==> src/rtl/atm_multi_account.sv <==
// Multi-account ATM session controller: per-account balance, PIN, try counter and lockout,
// with a per-session withdrawal limit, deposit overflow rejection, cancel and card-removal abort.
module atm_multi_account #(
    parameter int NUM_ACCTS     = 4,
    parameter int BAL_W         = 8,
    parameter int PIN_W         = 4,
    parameter int PIN_SEED      = 6,
    parameter int MAX_TRIES     = 3,
    parameter int SESSION_LIMIT = 100,
    parameter int INIT_BAL      = 0,
    localparam int ID_W         = $clog2(NUM_ACCTS)
) (
    input  logic             clk,
    input  logic             rst,
    input  logic             incard,
    input  logic [ID_W-1:0]  acct_id,
    input  logic             language,
    input  logic [PIN_W-1:0] password,
    input  logic [1:0]       operation,
    input  logic [BAL_W-1:0] amount,
    input  logic [1:0]       confirm,
    input  logic             again,
    output logic             incorrectpassword,
    output logic             nobalance,
    output logic             limit_exceeded,
    output logic             overflow,
    output logic             success,
    output logic             locked,
    output logic [BAL_W-1:0] balance
);

    typedef enum logic [2:0] {
        S_IDLE, S_LANG, S_PIN, S_MENU, S_AMOUNT, S_CONFIRM, S_AGAIN
    } state_t;

    state_t              state_q, state_d;
    logic [ID_W-1:0]     acct_q, acct_d;
    logic                lang_q, lang_d;
    logic [1:0]          op_q, op_d;
    logic [BAL_W-1:0]    amt_q, amt_d;
    logic [BAL_W-1:0]    total_q, total_d;
    logic [BAL_W-1:0]    bal_q   [NUM_ACCTS];
    logic [2:0]          tries_q [NUM_ACCTS];
    logic [NUM_ACCTS-1:0] lock_q;

    logic                bal_we, try_we, lock_set;
    logic [BAL_W-1:0]    bal_wv, cur_bal;
    logic [2:0]          try_wv, cur_tries;
    logic [PIN_W-1:0]    pin_exp;
    logic [BAL_W:0]      dep_sum, wd_total;
    logic                inc_d, nob_d, lim_d, ovf_d, suc_d, lck_d;
    logic [BAL_W-1:0]    balance_d;

    assign cur_bal   = bal_q[acct_q];
    assign cur_tries = tries_q[acct_q];
    assign pin_exp   = PIN_W'(PIN_SEED + int'(acct_q));
    assign dep_sum   = {1'b0, cur_bal} + {1'b0, amt_q};
    assign wd_total  = {1'b0, total_q} + {1'b0, amt_q};

    always_comb begin
        state_d  = state_q;
        acct_d   = acct_q;
        lang_d   = lang_q;
        op_d     = op_q;
        amt_d    = amt_q;
        total_d  = total_q;
        bal_we   = 1'b0;
        bal_wv   = cur_bal;
        try_we   = 1'b0;
        try_wv   = cur_tries;
        lock_set = 1'b0;
        inc_d    = 1'b0;
        nob_d    = 1'b0;
        lim_d    = 1'b0;
        ovf_d    = 1'b0;
        suc_d    = 1'b0;
        lck_d    = 1'b0;

        // Card removal outranks every other transition, including a pending commit
        if (state_q != S_IDLE && !incard) begin
            state_d = S_IDLE;
            total_d = '0;
        end else begin
            case (state_q)
                S_IDLE: begin
                    if (incard) begin
                        acct_d = acct_id;
                        if (lock_q[acct_id]) lck_d = 1'b1;
                        else                 state_d = S_LANG;
                    end
                end
                S_LANG: begin
                    lang_d  = language;
                    state_d = S_PIN;
                end
                S_PIN: begin
                    try_we = 1'b1;
                    if (password == pin_exp) begin
                        try_wv  = '0;
                        state_d = S_MENU;
                    end else begin
                        inc_d = 1'b1;
                        if (cur_tries + 3'd1 == 3'(MAX_TRIES)) begin
                            try_wv   = '0;
                            lock_set = 1'b1;
                            total_d  = '0;
                            state_d  = S_IDLE;
                        end else begin
                            try_wv = cur_tries + 3'd1;
                        end
                    end
                end
                S_MENU: begin
                    op_d = operation;
                    case (operation)
                        2'b01:   state_d = S_CONFIRM;
                        2'b11: begin
                            state_d = S_IDLE;
                            total_d = '0;
                        end
                        default: state_d = S_AMOUNT;
                    endcase
                end
                S_AMOUNT: begin
                    amt_d   = amount;
                    state_d = S_CONFIRM;
                end
                S_CONFIRM: begin
                    if (confirm == 2'b00) begin
                        state_d = S_AGAIN;
                    end else if (confirm == 2'b11) begin
                        state_d = S_AGAIN;
                        case (op_q)
                            2'b00: begin
                                if (dep_sum[BAL_W]) begin
                                    ovf_d = 1'b1;
                                end else begin
                                    bal_we = 1'b1;
                                    bal_wv = dep_sum[BAL_W-1:0];
                                    suc_d  = 1'b1;
                                end
                            end
                            2'b10: begin
                                if (amt_q > cur_bal) begin
                                    nob_d = 1'b1;
                                end else if (wd_total > (BAL_W+1)'(SESSION_LIMIT)) begin
                                    lim_d = 1'b1;
                                end else begin
                                    bal_we  = 1'b1;
                                    bal_wv  = cur_bal - amt_q;
                                    total_d = wd_total[BAL_W-1:0];
                                    suc_d   = 1'b1;
                                end
                            end
                            default: suc_d = 1'b1;
                        endcase
                    end
                end
                S_AGAIN: begin
                    if (again) begin
                        state_d = S_MENU;
                    end else begin
                        state_d = S_IDLE;
                        total_d = '0;
                    end
                end
                default: state_d = S_IDLE;
            endcase
        end

        // Display follows the state being entered so a commit shows on the same edge
        case (state_d)
            S_MENU, S_AMOUNT, S_CONFIRM, S_AGAIN: balance_d = bal_we ? bal_wv : cur_bal;
            default:                              balance_d = '0;
        endcase
    end

    always_ff @(posedge clk or posedge rst) begin
        if (rst) begin
            state_q           <= S_IDLE;
            acct_q            <= '0;
            lang_q            <= 1'b0;
            op_q              <= '0;
            amt_q             <= '0;
            total_q           <= '0;
            lock_q            <= '0;
            for (int unsigned i = 0; i < NUM_ACCTS; i++) begin
                bal_q[i]   <= BAL_W'(INIT_BAL);
                tries_q[i] <= '0;
            end
            incorrectpassword <= 1'b0;
            nobalance         <= 1'b0;
            limit_exceeded    <= 1'b0;
            overflow          <= 1'b0;
            success           <= 1'b0;
            locked            <= 1'b0;
            balance           <= '0;
        end else begin
            state_q           <= state_d;
            acct_q            <= acct_d;
            lang_q            <= lang_d;
            op_q              <= op_d;
            amt_q             <= amt_d;
            total_q           <= total_d;
            if (bal_we)   bal_q[acct_q]   <= bal_wv;
            if (try_we)   tries_q[acct_q] <= try_wv;
            if (lock_set) lock_q[acct_q]  <= 1'b1;
            incorrectpassword <= inc_d;
            nobalance         <= nob_d;
            limit_exceeded    <= lim_d;
            overflow          <= ovf_d;
            success           <= suc_d;
            locked            <= lck_d;
            balance           <= balance_d;
        end
    end

endmodule

==> config.mk <==
export PLATFORM = sky130hd
export DESIGN_NAME = atm_multi_account
export DESIGN_NICKNAME = d
export VERILOG_FILES = /design/src/rtl/atm_multi_account.sv
export SDC_FILE = /design/constraint.sdc
export NUM_CORES = 1
export LEC_CHECK = 0
export CAP_MARGIN = 20
export CORE_ASPECT_RATIO = 1.1
export CORE_MARGIN = 4
export CORE_UTILIZATION = 30
export DETAILED_ROUTE_END_ITERATION = 10
export DONT_BUFFER_PORTS = 1
export PLACE_DENSITY = 0.56
export SYNTH_ARGS = -nofsm -noshare
export SYNTH_HDL_FRONTEND = slang
export SYNTH_SLANG_ARGS = --single-unit
==> constraint.sdc <==
create_clock -name clk -period 5.8 [get_ports clk]
set_input_delay 1.16 -clock clk [delete_from_list [all_inputs] [get_ports clk]]
set_output_delay 1.16 -clock clk [all_outputs]
set_load 0.02 [all_outputs]
# Word-level counts from Yosys, hierarchy flattened
# Index checks and enable logic that the tools add are counted.
word_totals:
  ff_bits: 85
  inputBits: 23
  word_cells: 171
op_classes:
  n_addsub: 5
  bitwise: 3
  n_lt_le_gt_ge: 7
  eq_ne: 25
  n_reduce_logical: 14
  muxes: 96
ops:
  columns: ["cell", "n"]
  rows:
  - ["2-to-1 mux 8 bit", 22]
  - ["2-to-1 mux 1 bit", 45]
  - ["2-to-1 mux 3 bit", 14]
  - ["bitwise mux 32 bit", 1]
  - ["case mux 8 bit (4 select lines)", 1]
  - ["inequality test 3 bit, second input constant", 9]
  - ["case mux 3 bit (7 select lines)", 1]
  - ["adder 8 x 8 -> 9 bit", 2]
  - ["== test 3 bit, second input constant", 6]
  - ["binary-select mux 8 bit (select 2 bit)", 1]
  - ["demux 8 bit (select 2 bit)", 1]
  - ["case mux 8 bit (2 select lines)", 1]
  - ["bitwise mux 12 bit", 1]
  - ["== test 3 x 2 -> 1 bit, second input constant", 4]
  - ["AND reduction 10 bit", 1]
  - ["> comparator 9 x 7 -> 1 bit, second input constant", 1]
  - ["> comparator 8 bit", 1]
  - ["subtractor 8 bit", 1]
  - ["binary-select mux 3 bit (select 2 bit)", 1]
  - ["demux 3 bit (select 2 bit)", 1]
  - ["== test 2 bit, second input constant", 3]
  - ["< comparator 2 x 3 -> 1 bit, second input constant", 2]
  - ["case mux 3 bit (2 select lines)", 1]
  - ["nonzero test 5 bit", 1]
  - ["23 further kinds", 28]

# Longest topological paths before layout
# Gate-level depths: netlist of the first run.
depth:
  word_depth: 14
  depth_mapped: 15
  ltp_nobuf: 12

# Worst setup path before layout of the first run
# Ideal clock, no wire load.
synth_path:
  path_type: "register to register"
  startpoint: "register acct_q[0]"
  endpoint: "register bal_q[14] in the netlist's numbering"
  required_ps: 5659
  setup_time_ps: 141
  setup_slack_ps: 2064
  path_buffers: 3
  arrival_time_ps: 3595
  stages_incl_launch_ff: 15
  path_cell_list: "dfrtp_1 -> buf_6 -> clkbuf_1 -> mux4_2 -> inv_1 -> ha_1 -> fa_1 -> nor2b_1 -> o21a_1 -> a311o_1 -> o31ai_2 -> a211oi_4 -> o211ai_1 -> clkbuf_1 -> o21ai_0"
synth_via:
  elab_chain_len: 13
  elab_cells_between_ends: 28
  classes_between: "add/sub (2); order compare (3); mux (21); bitwise (1); reduce/logical (1)"
synth_lines:
  columns: ["item", "line_no", "rtl"]
  rows:
  - ["start: declaration", "37", "logic [ID_W-1:0] acct_q, acct_d;"]
  - ["start signal: assignment", "200", "acct_q <= acct_d;"]
  - ["inverter 2 -> 3 bit (not written as such) (*)", "54, 205", null]
  - ["binary-select mux 8 bit (select 2 bit)", "54", "assign cur_bal = bal_q[acct_q];"]
  - ["2-to-1 mux 8 bit (not written as such) (2 in a row)", "54", null]
  - ["subtractor 8 bit", "150", "bal_wv = cur_bal - amt_q;"]
  - ["2-to-1 mux 8 bit", "146", "end else if (wd_total > (BAL_W+1)'(SESSION_LIMIT)) begin"]
  - ["2-to-1 mux 8 bit", "144", "if (amt_q > cur_bal) begin"]
  - ["case mux 8 bit (2 select lines)", "133", "case (op_q)"]
  - ["2-to-1 mux 8 bit", "131", "end else if (confirm == 2'b11) begin"]
  - ["2-to-1 mux 8 bit", "129", "if (confirm == 2'b00) begin"]
  - ["2-to-1 mux 8 bit", "84", "case (state_q)"]
  - ["2-to-1 mux 8 bit", "80", "if (state_q != S_IDLE && !incard) begin"]
  - ["bitwise mux 32 bit", "205", "if (bal_we) bal_q[acct_q] <= bal_wv;"]
  - ["end signal: indexed assignment", "188", "bal_q[i] <= BAL_W'(INIT_BAL);"]
  - ["end signal: indexed assignment", "205", null]
  - ["end: declaration", "42", "logic [BAL_W-1:0] bal_q [NUM_ACCTS];"]
# Every way passes the cells marked *; elsewhere a longest branch is shown, timed or not. The select of a mux whose other input is x is not followed.
# A chain may end at the register's enable or synchronous reset.

# Worst setup path in the final report of the first run
layout_path:
  startpoint: "register acct_q[1]"
  endpoint: "register bal_q[14] in the netlist's numbering"
# Same word-level chain as after synthesis.

==> metrics.cfg, run 1 <==
[synthesis]
synth_cells=497
async_flop_share_pct=100
mappedNetlistNets=549
synth_top_flop_cell=dfrtp_1
syn_area_sq_mm=0.00500
yosys_warnings=0
post_synth_num_cell_types=66
synth.yosys.seq_area_share_pct=42.6
synth_edf_count=0
syn_area_per_cell_sq_um=10.1
synth-seq-cells=85

[pwr]
power_frac_seq_pct=39.5
vdd_drop_max_mv=0.176
p_per_area_mw_per_mm2=356
clkPwrFrac_pct=28.9
p_sw_uw=724
p_comb_share_pct=31.7
p_sw_share_pct=37.0
p_leak_uw=0.00239
total_power_uw=1960
p_int_uw=1230

[routing]
vias_per_cell=5.23
drt.antenna.violating_nets=0
avgRoutedWirePerCell_um=16.8
drcViolationCount=0
drt-pass1-iter-count=7
drt-initial-drc-count=179
wl_um=11900
vias=3685

[clock_tree]
clock-root-buffer=clkbuf_16
post-cts-setup-buffer-count=0
ctsResizeCount=0
clkTransAtPathRegs_ns=0.07
clock_path_buffers=2
cts-buffers-inserted=9
worstSkewPairLatency_ns=0.35
cts_tree=yes
clock-sinks=85
cts_max_level=3
hold_buffers=0

[floorplan]
initial_core_util_pct=30.5
dieArea_sq_mm=0.0188
die_h_um=143
core_area_sq_mm=0.0164
die_w_um=131
io_pins=37
fp-row-count=49

[grt]
grt_antenna_before_repair=0
grtUsageTotal_pct=13.8
grt_pass1_vias=3858
grt_max_degree=44
grt-ovfl-total=0
grt_pass1_wl_um=20200

[finish]
fin_cells=705
final_nets=548
drive_gt1_share_pct=12.6
antenna_cells=0
syn2layout_area_growth_pct=10.1

[sta]
timing.final.crit_period_ns=4.47
fmax_mhz=224
rsz0062_at_grt=false
tns_ns=0
worst_pin_slew_ns=0.927
holdWs_ns=0.478
hold_viol=0
relSlewSlack_pct=38.2
finalCritPeriodShare_pct=77.1
drv_slew=0
skew_ns=0.00785
finalSetupViolCount=0

[outcome]
status=finished, final reports clean

[critical_path]
crit_fanout=19
cp-end-kind=flip-flop
crit_arrival_ns=4.68
startpoint_type=flip-flop
cp.required_ns=6.00
path_class=flip-flop to flip-flop

[place]
hpwlAfterDp_um=8490
gp_congestion=0.826
place.port_buffers=0
dpl.cell_count=687

[worst_hold_path]
hold_class=flip-flop to flip-flop

[run]
drv_cap=0

[worst max-delay path: stages (launching register included)]
cell and delay (ns):
dfrtp_1 0.84, mux4_2 0.36, inv_1 0.05, ha_1 0.21
fa_1 0.42, nor2b_1 0.13, o21a_1 0.15, a311o_1 0.23
o31ai_2 0.11, a211oi_4 0.77, o21ai_1 0.25, a211oi_1 0.57
o21ai_0 0.20
[power by group through the flow]
stage	logic, uW	clock network [uW]	registers [uW]
after floorplan	565	0	707
after detailed placement	616	0	788
after CTS	620	580	776
after global placement	600	0	784
final	620	565	773
after global routing	694	608	789
[worst paths after layout]
check,to,cells after the start,start,slack [ns]
max in group asynchronous,bal_q[2]$_DFFE_PP0P_,2,rst,4.00
setup / recovery,bal_q[14]$_DFFE_PP0P_,12,acct_q[1]$_DFFE_PP0P_,1.33
hold / removal,lock_q[0]$_DFFE_PP0P_,1,lock_q[0]$_DFFE_PP0P_,0.48
hold reg to reg,lock_q[0]$_DFFE_PP0P_,1,lock_q[0]$_DFFE_PP0P_,0.48
setup reg to reg,bal_q[14]$_DFFE_PP0P_,12,acct_q[1]$_DFFE_PP0P_,1.33
min in group asynchronous,tries_q[5]$_DFFE_PP0P_,1,rst,0.80
[layout by cell type, fill, tap and decap left out, types with 3 or more instances in the layout]
master,synthesis,layout
o21bai_1,5,5
mux2i_1,3,3
mux4_2,8,8
or2_2,5,5
o41ai_1,3,3
o31ai_1,7,7
ha_1,26,26
o21a_1,5,5
a211oi_1,4,4
nand2_1,61,61
mux2_2,10,10
o22ai_1,4,4
inv_1,23,22
a21o_1,3,3
mux2_4,7,7
a21oi_1,20,20
nor2b_1,13,13
xnor2_1,9,9
mux4_1,4,4
o211ai_1,4,4
nor3_1,8,8
buf_4,0,8
nand2b_1,8,8
nand3_1,5,5
dfrtp_1,85,85
nand3b_1,3,3
nor2_1,38,38
xor2_1,6,6
o21ai_0,46,46
clkbuf_16,0,9
o21ai_1,8,8
fa_1,3,3
[synth_stat cells (all sizes together) (3+ instances only)]
cell type  instances  share of area (%)
dfrtp             85                 43
nand2             61                4.6
o21ai             55                5.6
nor2              38                2.9
ha                26                6.5
inv               23                1.7
a21oi             20                2.0
mux2              17                4.4
clkbuf            15                1.1
nor2b             13                1.6
mux4              12                5.7
xnor2             10                1.9
nand2b             8                1.0
nor3               8               0.80
o31ai              8                1.3
nand3              6               0.70
or2                6               0.75
xor2               6                1.1
a211oi             5                1.0
buf                5               0.75
o211ai             5               0.85
o21a               5               0.75
o21bai             5               0.75
o22ai              4               0.50
a21o               3               0.45
fa                 3                1.2
mux2i              3               0.60
nand3b             3               0.45
o41ai              3               0.53
[routing by layer]
metal / part of all wire (%) / up-vias / routed length [um] / GRT usage (%)
met5: 0 / - / 0 / 0
met4: 1.3 / 0 / 154 / 4.06
met3: 4.3 / 13 / 516 / 4.42
met2: 48 / 64 / 5750 / 22.5
met1: 46 / 1831 / 5450 / 17.5
li1: - / 1777 / - / -
[per-stage QoR]
step           area, sq um  utilization, %  setup WS [ns]
2_1_floorplan         5000               -           2.06
3_3_place_gp          5200            31.8           1.35
4_1_cts               5490            33.5           1.25
3_5_place_dp          5200            31.8           1.29
6_report              5500            33.6           1.33
5_1_grt               5500            33.6          0.899
[cells by family (layout without fill, tap and decap cells)]
kind of cell | count (synthesis) | after routing | synth area share [%]
AO/OA/AOI/OAI | 134 | 134 | 17.5
flip-flops | 85 | 85 | 42.6
XOR/XNOR | 16 | 16 | 2.95
buffers and inverters | 43 | 47 | 3.61
AND/OR/NAND/NOR | 158 | 158 | 15.0
multiplexers | 32 | 32 | 10.7
adder cells (fa/ha/maj) | 29 | 29 | 7.71
[state kept, by name (all words and copies together), names as in the netlist, 2 cells and up]
name / count
balance: 8
total_q: 8
bal_q: 32
tries_q: 12
acct_q: 2
state_q: 3
lock_q: 4
op_q: 2
amt_q: 8
[layout make-up]
class	instances	area, sq um
multi-input cells	369	2690
clock buffers	11	243
well taps	204	255
repair buffers	8	60.1
fillers	1648	10900
flip-flops and latches	85	2130
clock inverters	5	41.3
inverters	23	87.6
Note: power is estimated with default switching activity, not from simulation.
==> inputs of run 2 (changes only) <==
clock period = 4.3 ns   (was 5.8 ns; I/O delays follow)
==> run 2 against run 1 <==
  * Clock skew grew 0.0041 ns
  * Design area grew 2.0%
  * Sequential power grew 33%
  * Critical path depth shrank 1
  * Sequential share of layout area shrank 0.75 points
  * Clock power grew 44%
  * Non-clock buffer count grew 10
  * Combinational power grew 46%
  * First-iteration DRC count grew 0.56%
  * Worst setup slack lost 0.98 ns
  * Wire length grew 0.18%
  * Worst hold slack gained 0.00052 ns
  * Critical path type unchanged
  * Highest routed layer unchanged
==> metrics.cfg, run 2 (synthesized netlist as in run 1, its figures left out) <==
[outcome]
status=finished, final reports clean

[clock_tree]
worstSkewPairLatency_ns=0.35
clkTransAtPathRegs_ns=0.07
clock_path_buffers=2
clock-sinks=85
cts_tree=yes
cts_max_level=3
hold_buffers=0
cts-buffers-inserted=9
clock-root-buffer=clkbuf_16

[place]
hpwlAfterDp_um=8690
gp_congestion=0.820
place.port_buffers=0
dpl.cell_count=698

[worst_hold_path]
hold_class=flip-flop to flip-flop

[critical_path]
crit_arrival_ns=4.15
cp.required_ns=4.50
timing.rr.end=bal_q[23]$_DFFE_PP0P_
endpoint=bal_q[23]$_DFFE_PP0P_
r2r_slack_ns=0.35
rr_worst_depth=11
path_class=flip-flop to flip-flop
cp-end-kind=flip-flop
critPathLaunch=acct_q[0]$_DFFE_PP0P_
startpoint_type=flip-flop
r2r-start=acct_q[0]$_DFFE_PP0P_
crit_fanout=16

[floorplan]
die_h_um=143
core_area_sq_mm=0.0164
initial_core_util_pct=30.5
dieArea_sq_mm=0.0188
io_pins=37
fp-row-count=49
die_w_um=131

[grt]
grt_pass1_wl_um=19800
grt_max_degree=54
grt-ovfl-total=0
grtUsageTotal_pct=13.5
grt_antenna_before_repair=0
grt_pass1_vias=3877

[routing]
vias=3700
drt.antenna.violating_nets=0
drcViolationCount=0
drt-pass1-iter-count=4
wl_um=11900
vias_per_cell=5.17
avgRoutedWirePerCell_um=16.6
drt-initial-drc-count=180

[sta]
hold_viol=0
worst_pin_slew_ns=0.916
timing.final.crit_period_ns=3.95
fmax_mhz=253
finalSetupViolCount=0
tns_ns=0
skew_ns=0.0119
rsz0062_at_grt=false
drv_slew=0
finalCritPeriodShare_pct=91.8
relSlewSlack_pct=38.9

[pwr]
p_per_area_mw_per_mm2=489
vdd_drop_max_mv=0.232
p_leak_uw=0.00245

[finish]
syn2layout_area_growth_pct=12.4
final_common_cell=dfrtp_1
mostFrequentLayoutCells=dfrtp_1, nand2_1, o21ai_0
fin_cells=716
reg_top3=bal_q: 32 flops, tries_q: 12 flops
final_nets=559
largest_reg_flops=32
top_register=bal_q
antenna_cells=0
drive_gt1_share_pct=14.8

[run]
drv_cap=0

[run 2: per-layer routing]
| layer | share of wire, % | GRT usage [%] | up-vias |
|---|---|---|---|
| li1 | - | - | 1808 |
| met1 | 45 | 17.3 | 1806 |
| met2 | 49 | 21.8 | 72 |
| met3 | 4.3 | 3.35 | 14 |
| met4 | 1.9 | 5.09 | 0 |
| met5 | 0 | 0 | - |
[run 2: metrics by stage]
| stage | hold WS, ns | area, sq um | util [%] | total power, uW | setup slack (ns) |
|---|---|---|---|---|---|
| 5_1_grt | 0.491 | 5620 | 34.3 | 2930 | 0.0172 |
| 2_1_floorplan | 0.431 | 5000 | - | 1720 | 0.564 |
| 3_5_place_dp | 0.462 | 5290 | 32.3 | 1930 | 0.183 |
| 4_1_cts | 0.480 | 5600 | 34.2 | 2760 | 0.141 |
| 6_report | 0.478 | 5620 | 34.3 | 2750 | 0.351 |
| 3_3_place_gp | 0.454 | 5290 | 32.3 | 1910 | 0.241 |
[run 2: worst max-delay path, stage by stage (launching register included)]
cell      delay (ns)
dfrtp_2         0.55
mux4_2          0.56
inv_1           0.08
ha_1            0.19
fa_1            0.24
nor2b_1         0.06
o21a_1          0.18
a311o_1         0.40
o31ai_2         0.50
a211oi_4        0.18
o211ai_2        0.63
o21ai_0         0.20
[run 2: worst min-delay path by stage]
stage | from | end | slack, ns | depth (start not counted)
after floorplan | lock_q[3]$_DFFE_PP0P_ | lock_q[3]$_DFFE_PP0P_ | 0.43 | 1
after detailed placement | lock_q[0]$_DFFE_PP0P_ | lock_q[0]$_DFFE_PP0P_ | 0.46 | 1
after global routing | lock_q[0]$_DFFE_PP0P_ | lock_q[0]$_DFFE_PP0P_ | 0.49 | 1
after global placement | bal_q[15]$_DFFE_PP0P_ | bal_q[15]$_DFFE_PP0P_ | 0.45 | 2
final | lock_q[0]$_DFFE_PP0P_ | lock_q[0]$_DFFE_PP0P_ | 0.48 | 1
after CTS | lock_q[0]$_DFFE_PP0P_ | lock_q[0]$_DFFE_PP0P_ | 0.48 | 1
[run 2: timing repair]
action	4_1_cts	5_1_grt
setup buffers	0	1
endpoints found under the setup margin	0	34
resized for setup	0	1
hold endpoints to repair	0	0
[run 2: final cells by class]
type / count / area, sq um
clock inverter: 7 / 82.6
fill: 1636 / 10800
clock buffer: 9 / 225
tap: 204 / 255
timing repair buffer: 18 / 135
multi-input combinational: 370 / 2700
inverter: 23 / 87.6
sequential: 85 / 2130
[run 2: report_power, final]
part	internal (uW)	leakage, uW	switching, uW	total (uW)
Sequential	883	0.00115	143	1030
Clock	460	0.000150	354	814
Combinational	401	0.00115	507	907
==> inputs of run 3 (changes only) <==
PLACE_DENSITY = not set   (was 0.56)
==> run 3 against run 2 <==
  * Clock power rose by 7.7%
  * Critical path depth shrank 2
  * Worst setup slack worse by 0.0051 ns
  * Combinational power up 1%
  * Sequential share of layout area decreased by 0.17 points
  * Critical endpoint unchanged
==> metrics.cfg, run 3 (synthesized netlist as in run 1, its figures left out) <==
[routing]
m1WireLength_um=5270
drt.antenna.violating_nets=0
wl_um=12000
met2WireLength_um=5890
maxUsedRoutingLayer=met4
drt-initial-drc-count=279
drcViolationCount=0
vias=3771
dr_wl_met3_um=653
vias_per_cell=5.29
drt-pass1-iter-count=5
avgRoutedWirePerCell_um=16.9

[sta]
finalSetupViolCount=0
drv_slew=0
rsz0062_at_grt=false
hold_viol=0
fmax_mhz=253
worst_pin_slew_ns=0.925
holdWs_ns=0.405
relSlewSlack_pct=37.9
tns_ns=0
finalCritPeriodShare_pct=92.0
skew_ns=0.00713
setup_slack_ns=0.346
timing.final.crit_period_ns=3.95

[critical_path]
path_class=flip-flop to flip-flop
cpLargestDelayFamily=compound AO/OA/AOI/OAI gates
rr_worst_depth=9
critical_path.max_stage_delay_ns=0.70
timing.rr.end=bal_q[23]$_DFFE_PP0P_
r2r-start=acct_q[0]$_DFFE_PP0P_
crit_arrival_ns=4.13
path_cells=mux4_1 > ha_1 > a21oi_1 > nor2b_1 > a311o_1 > o31ai_2 > a211oi_4 > o211ai_2 > o21ai_0
crit_fanout=16
critPathLaunch=acct_q[0]$_DFFE_PP0P_
cp-end-kind=flip-flop
startpoint_type=flip-flop
cp_num_buf_inv=0
cp.required_ns=4.48
crit_path_top_delay_cell=mux4_1
r2r_slack_ns=0.35

[run]
drv_cap=0

[floorplan]
dieArea_sq_mm=0.0188
io_pins=37
die_w_um=131
initial_core_util_pct=30.5
core_area_sq_mm=0.0164
die_h_um=143
fp-row-count=49

[pwr]
p_leak_uw=0.00246
vdd_drop_max_mv=0.190
p_per_area_mw_per_mm2=501

[grt]
grt_pass1_vias=3870
grt-ovfl-total=0
grt_antenna_before_repair=0
grt_pass1_wl_um=19600
grt_max_degree=32
grtUsageTotal_pct=13.2

[place]
place.port_buffers=0
dp_worst_setup_slack_ns=0.211
hpwlAfterDp_um=8560
dpl.cell_count=697
gp_congestion=0.870
placed_area_sq_mm=0.00529

[finish]
fillCellCount=1585
syn2layout_area_growth_pct=12.9
drive_gt1_share_pct=14.1
mostFrequentLayoutCells=dfrtp_1, nand2_1, o21ai_0
fin_cells=713
final_common_cell=dfrtp_1
top_register=bal_q
largest_reg_flops=32
reg_top3=bal_q: 32 flops, tries_q: 12 flops
final_nets=558
antenna_cells=0
design_area_sq_mm=0.00564

[clock_tree]
worstSkewPairLatency_ns=0.34
clock-sinks=85
cts-buffers-inserted=9
clock_path_buffers=2
clkTransAtPathRegs_ns=0.06
cts_max_level=3
hold_buffers=0
cts_tree=yes
clock-root-buffer=clkbuf_16

[worst_hold_path]
hold_class=input port to async pin

[outcome]
status=finished, final reports clean

[run 3: power breakdown]
group	total [uW]	internal, uW	switching, uW
Combinational	919	406	513
Sequential	1030	883	147
Clock	877	563	315
[run 3: per-stage QoR]
stage,utilization (%),total power (uW)
after floorplan,-,1720
after global placement,32.3,1910
after detailed placement,32.3,1930
after CTS,34.3,2810
after global routing,34.5,2990
final,34.5,2830
[run 3: timing repair]
action,CTS,global route
buffers inserted,0,1
gates resized for setup,0,1
setup endpoints to repair,0,21
[run 3: layout make-up]
type	count	area, sq um	area share [%]
Sequential cell	85	2130	37.7
Inverter	23	87.6	1.55
Timing Repair Buffer	17	140	2.48
Tap cell	204	255	4.52
Multi-Input combinational cell	370	2700	47.9
Clock buffer	10	229	4.06
Clock inverter	4	98.8	1.75
[run 3: how the worst max path moves through the flow]
stage	to	slack, ns	cells after the start
floorplan	bal_q[14]$_DFFE_PP0P_	0.56	14
global placement	bal_q[22]$_DFFE_PP0P_	0.23	10
detailed placement	bal_q[22]$_DFFE_PP0P_	0.21	11
CTS	bal_q[22]$_DFFE_PP0P_	0.18	11
global route	bal_q[17]$_DFFE_PP0P_	0.09	10
finish	bal_q[23]$_DFFE_PP0P_	0.35	9
[run 3: routing by layer]
layer / global-route usage (%) / vias to the layer above
met3: 3.46 / 21
met2: 21.6 / 90
met1: 16.9 / 1855
met5: 0 / -
met4: 4.33 / 0
li1: - / 1805
